[src/rtl/spi_slave_regs.sv]
// rtl/spi_slave_regs.sv - SPI slave register bank decoding command/data byte pairs on SCK
module spi_slave_regs #(
    parameter int                ADDR_W    = 4,
    parameter int                DATA_W    = 8,
    parameter logic [DATA_W-1:0] DEVICE_ID = 8'hA5
) (
    input  logic              SCK,
    input  logic              reset,
    input  logic              SSB,
    input  logic              MOSI,
    output logic              MISO,
    output logic              wr_strobe,
    output logic [ADDR_W-1:0] wr_addr,
    output logic [DATA_W-1:0] wr_data,
    output logic              frame_err
);

    localparam int           N_REGS   = 2 ** ADDR_W;
    localparam logic [1:0]   ST_CMD   = 2'd0;
    localparam logic [1:0]   ST_WDATA = 2'd1;
    localparam logic [1:0]   ST_RDATA = 2'd2;

    logic [1:0]        r_state;
    logic [2:0]        r_bit_cnt;
    logic [DATA_W-1:0] r_sr;
    logic [ADDR_W-1:0] r_addr;
    logic              r_wr_strobe;
    logic [ADDR_W-1:0] r_wr_addr;
    logic [DATA_W-1:0] r_wr_data;
    logic              r_frame_err;
    // Entry 0 is never written; register 0 always reads DEVICE_ID.
    logic [DATA_W-1:0] r_regs [0:N_REGS-1];

    logic [DATA_W-1:0] w_byte;
    logic              w_byte_done;
    logic              w_abort;
    logic [ADDR_W-1:0] w_cmd_addr;
    logic              w_cmd_read;
    logic [DATA_W-1:0] w_rd_data;

    assign w_byte      = {r_sr[DATA_W-2:0], MOSI};
    assign w_byte_done = !SSB && (r_bit_cnt == 3'd7);
    assign w_abort     = SSB && (r_bit_cnt != 3'd0);
    assign w_cmd_addr  = w_byte[ADDR_W-1:0];
    assign w_cmd_read  = w_byte[DATA_W-1];
    assign w_rd_data   = (w_cmd_addr == '0) ? DEVICE_ID : r_regs[w_cmd_addr];

    assign MISO      = r_sr[DATA_W-1];
    assign wr_strobe = r_wr_strobe;
    assign wr_addr   = r_wr_addr;
    assign wr_data   = r_wr_data;
    assign frame_err = r_frame_err;

    always_ff @(posedge SCK) begin
        if (!reset) begin
            r_state     <= ST_CMD;
            r_bit_cnt   <= 3'd0;
            r_sr        <= '0;
            r_addr      <= '0;
            r_wr_strobe <= 1'b0;
            r_wr_addr   <= '0;
            r_wr_data   <= '0;
            r_frame_err <= 1'b0;
            for (int i = 0; i < N_REGS; i++) begin
                r_regs[i] <= '0;
            end
        end else begin
            r_wr_strobe <= 1'b0;
            r_frame_err <= 1'b0;
            if (!SSB) begin
                r_bit_cnt <= r_bit_cnt + 3'd1;
                if (w_byte_done) begin
                    case (r_state)
                        ST_CMD: begin
                            r_addr <= w_cmd_addr;
                            if (w_cmd_read) begin
                                // Preload so MISO carries the read MSB before the data byte starts.
                                r_sr    <= w_rd_data;
                                r_state <= ST_RDATA;
                            end else begin
                                r_sr    <= '0;
                                r_state <= ST_WDATA;
                            end
                        end
                        ST_WDATA: begin
                            if (r_addr != '0) begin
                                r_regs[r_addr] <= w_byte;
                                r_wr_addr      <= r_addr;
                                r_wr_data      <= w_byte;
                                r_wr_strobe    <= 1'b1;
                            end
                            r_sr    <= '0;
                            r_state <= ST_CMD;
                        end
                        default: begin
                            r_sr    <= '0;
                            r_state <= ST_CMD;
                        end
                    endcase
                end else begin
                    r_sr <= w_byte;
                end
            end else if (w_abort) begin
                r_bit_cnt   <= 3'd0;
                r_sr        <= '0;
                r_state     <= ST_CMD;
                r_frame_err <= 1'b1;
            end
        end
    end

endmodule

[config.mk]
export PLATFORM = sky130hd
export DESIGN_NAME = spi_slave_regs
export DESIGN_NICKNAME = d
export VERILOG_FILES = /design/src/rtl/spi_slave_regs.sv
export SDC_FILE = /design/constraint.sdc
export NUM_CORES = 1
export LEC_CHECK = 0
export BUFFER_PORTS_ARGS = -buffer_cell sky130_fd_sc_hd__buf_2
export CAP_MARGIN = 20
export CORE_MARGIN = 5
export CORE_UTILIZATION = 44
export DETAILED_ROUTE_END_ITERATION = 16
export PLACE_DENSITY_LB_ADDON = 0.12
export SETUP_SLACK_MARGIN = 0.02
export SYNTH_ARGS = -nofsm -noshare
export SYNTH_HDL_FRONTEND = slang
export SYNTH_SLANG_ARGS = --single-unit
export TNS_END_PERCENT = 100
[constraint.sdc]
create_clock -name SCK -period 5.3 [get_ports SCK]
set_input_delay 0.53 -clock SCK [delete_from_list [all_inputs] [get_ports SCK]]
set_output_delay 0.53 -clock SCK [all_outputs]
set_load 0.05 [all_outputs]
==> run summary <==
Die footprint: 18700 um^2
Asr flop ratio synth: 0%
Post-Synthesis Cells: 537
CP arrival: 3.20 ns
Slowest stage cell, crit path: o21ai_0
Delay-heaviest family, CP: simple AND/OR/NAND/NOR gates
RSZ-0062 raised after global routing: no
Ys flop type: edfxtp_1
Buf/Inv on CP: 0
Layout Skew: 0.00800 ns
Via-per-instance ratio: 5.71
Min cycle time layout: 3.17 ns
Final Hold Fails: 0
Worst setup EP type: register
Yosys reg bits: 153
Die extent in x: 137 um
Drt wl/cell: 22.1 um
Synth top area cells: edfxtp_1 52%, dfxtp_1 8.8%, mux4_2 6.7%
First-pass GRT wire length: 26000 um
Max incr delay on CP: 1.00 ns
Measured slew at the worst slew-check pin: 1.09 ns
Final #Nets: 542
Port Buffers: 18
FF-to-FF Start: r_bit_cnt[0]$_SDFFE_PN0P_
Fin util: 49.6%
Gp weighted congestion: 0.821
Clk root buf: clkbuf_16
Top-count cell post-synth: edfxtp_1
Top Ports: 19
Largest net degree at the start of global routing: 40
Period utilization: 59.7%
Total GRT Usage: 19.2%
Peak Freq: 316 MHz
Status: complete, no violations
CP most frequent cell: ha_1
Sequential area share after synthesis: 60.6%
Vias: 4363
R2R Setup Slk: 2.13 ns
Later-pin clock latency in the skew report: 0.42 ns
Post-synth EDFFs: 122
LEAKAGE: 2.71 nW
Synth top area share: 51.8%
H-tree depth: 4
Post-route DRC: 0
Initial Util: 44.7%
Hold Slack: 0.423 ns
Synthesized area: 7070 um^2
Fill cell count: 1371
Cell taking the most area after synthesis: edfxtp_1
Critical path, cell by cell: ha_1, ha_1, and4bb_1, nand4b_4, o21ai_0
CTS clk-pin slew, worst paths: 0.06 ns
Slew Viols, Final: 0
Initial DRC count: 373
Maximum vdd drop: 205 uV
Synthesis-to-finish area growth: 11.1%
Post-CTS setup buffers: 0
Fin area: 7860 um^2
Num CTS Buffers: 17
Maxcap violations: 0
CTS max path bufs: 2
Worst setup path startpoint: r_bit_cnt[0]$_SDFFE_PN0P_
Worst relative slew slack: 26.5%
Hold buffer count at cts: 0
Most frequent cells after synthesis: 122 x edfxtp_1, 62 x nor3_1, 46 x and2_1
Power Total: 2.78 mW
Hold WC Path Type: in -> reg
Final setup vio count: 0
Total grt overflow: 0
CP required: 5.34 ns
CP Max Fanout: 27
Rows: 46
Core box area: 15800 um^2
CTS tree: done
Critical path type: reg -> reg
Clock sinks: 153
Number of global-route vias before repair: 4326
Die H: 137 um
Syn. warnings: 0
Number of routed nets with antenna violations: 0
Critical path launch point type: register
Placed cell areas: 7190 um^2
Post-synthesis cell type count: 52
Initial DRT Pass Iterations: 5
CTS-repair resized insts: 0
DP HPWL: 11000 um
Share of cells above drive strength 1: 18.2%
Routed WL: 16900 um
Syn Area/Cell: 13.2 um^2
Worst Hold Launch: SSB
Setup TNS: 0 ns
Ratio of total power to cell area: 354 nW/um^2
Antenna Cells: 0
Initial antenna violation count: 0
[power by group]
| group | total, mW | internal (mW) | switching, mW |
|---|---|---|---|
| clock network | 1.31 | 0.832 | 0.477 |
| logic | 0.113 | 0.0434 | 0.0696 |
| registers | 1.36 | 1.34 | 0.0227 |
| total | 2.78 | 2.21 | 0.569 |
[registers in the layout, summed over array words and instances, names as in the netlist]
signal,cells
r_state,2
r_bit_cnt,3
frame_err,1
wr_strobe,1
r_regs,122
r_sr,8
wr_data,8
r_addr,4
wr_addr,4
[per-stage QoR]
stage,worst slack (ns),instances
floorplan,2.94,538
global placement,2.16,727
global route,1.87,764
CTS,2.09,759
finish,2.13,764
detailed placement,2.07,727
[worst reg2reg max path, cell delays in order, from the launching register on]
cell	delay [ns]
dfxtp_1	0.38
ha_1	0.18
ha_1	0.20
and4bb_1	0.59
nand4b_4	0.43
o21ai_0	1.00
[cell type report]
type                    count  area, um^2  share of cell area [%]
repair buffers             30         170                    2.17
well taps                 216         270                    3.44
clock buffers              19         433                    5.51
multi-input cells         324        2460                    31.3
inverters                   9        33.8                   0.430
clock inverters            13         201                    2.56
flip-flops and latches    153        4290                    54.5
[final timing paths]
| path | to | cells after the start |
|---|---|---|
| setup / recovery | r_regs[3][2]$_SDFFCE_PN0P_ | 5 |
| hold / removal | r_bit_cnt[2]$_SDFFE_PN0P_ | 2 |
| setup reg to reg | r_regs[3][2]$_SDFFCE_PN0P_ | 5 |
| hold reg to reg | wr_data[7]$_SDFFE_PN0P_ | 2 |
[cells by family after synthesis]
kind of cell / Yosys count / synth area share [%]
other: 1 / 0.0530
and+or+nand+nor: 213 / 17.9
adders and majority gates: 3 / 0.531
muxes: 43 / 10.1
AOI/OAI and AO/OA: 63 / 6.16
DFF: 153 / 60.6
buffers and inverters: 61 / 4.67
[layer usage]
metal  track usage, %  part of all wire (%)
met1             27.0                    45
met2             29.8                    48
met3             4.85                   5.6
met4             5.32                   1.6
met5                0                     0
[layout by cell type, fill, tap and decap left out, types with 2 or more instances in the layout]
cell	Yosys	routed
buf_2	12	22
o21ai_0	21	21
conb_1	1	2
nand3_1	13	13
nor3_2	3	3
and3_1	2	2
nor2b_1	3	3
nand2_1	9	9
nor4_4	2	2
nand4b_4	2	2
nand3b_1	2	2
clkinvlp_4	0	3
o211ai_1	4	4
clkinv_1	4	4
nor3b_1	4	4
a211oi_1	2	2
a22oi_1	17	17
a21oi_1	7	7
edfxtp_1	122	122
ha_1	3	3
buf_4	3	7
mux4_2	21	21
dfxtp_1	31	30
nor3_1	62	62
nand2b_1	8	8
clkinv_2	0	4
clkbuf_1	20	2
a31oi_1	2	2
nand4_1	3	3
a2bb2oi_1	3	3
mux2i_1	17	17
bufinv_16	0	5
nor2_1	31	31
inv_1	5	5
nor4_1	15	15
clkbuf_16	0	17
and2_1	46	46
a221o_1	2	2
mux2_2	4	4
(Power assumes the default switching activity.)
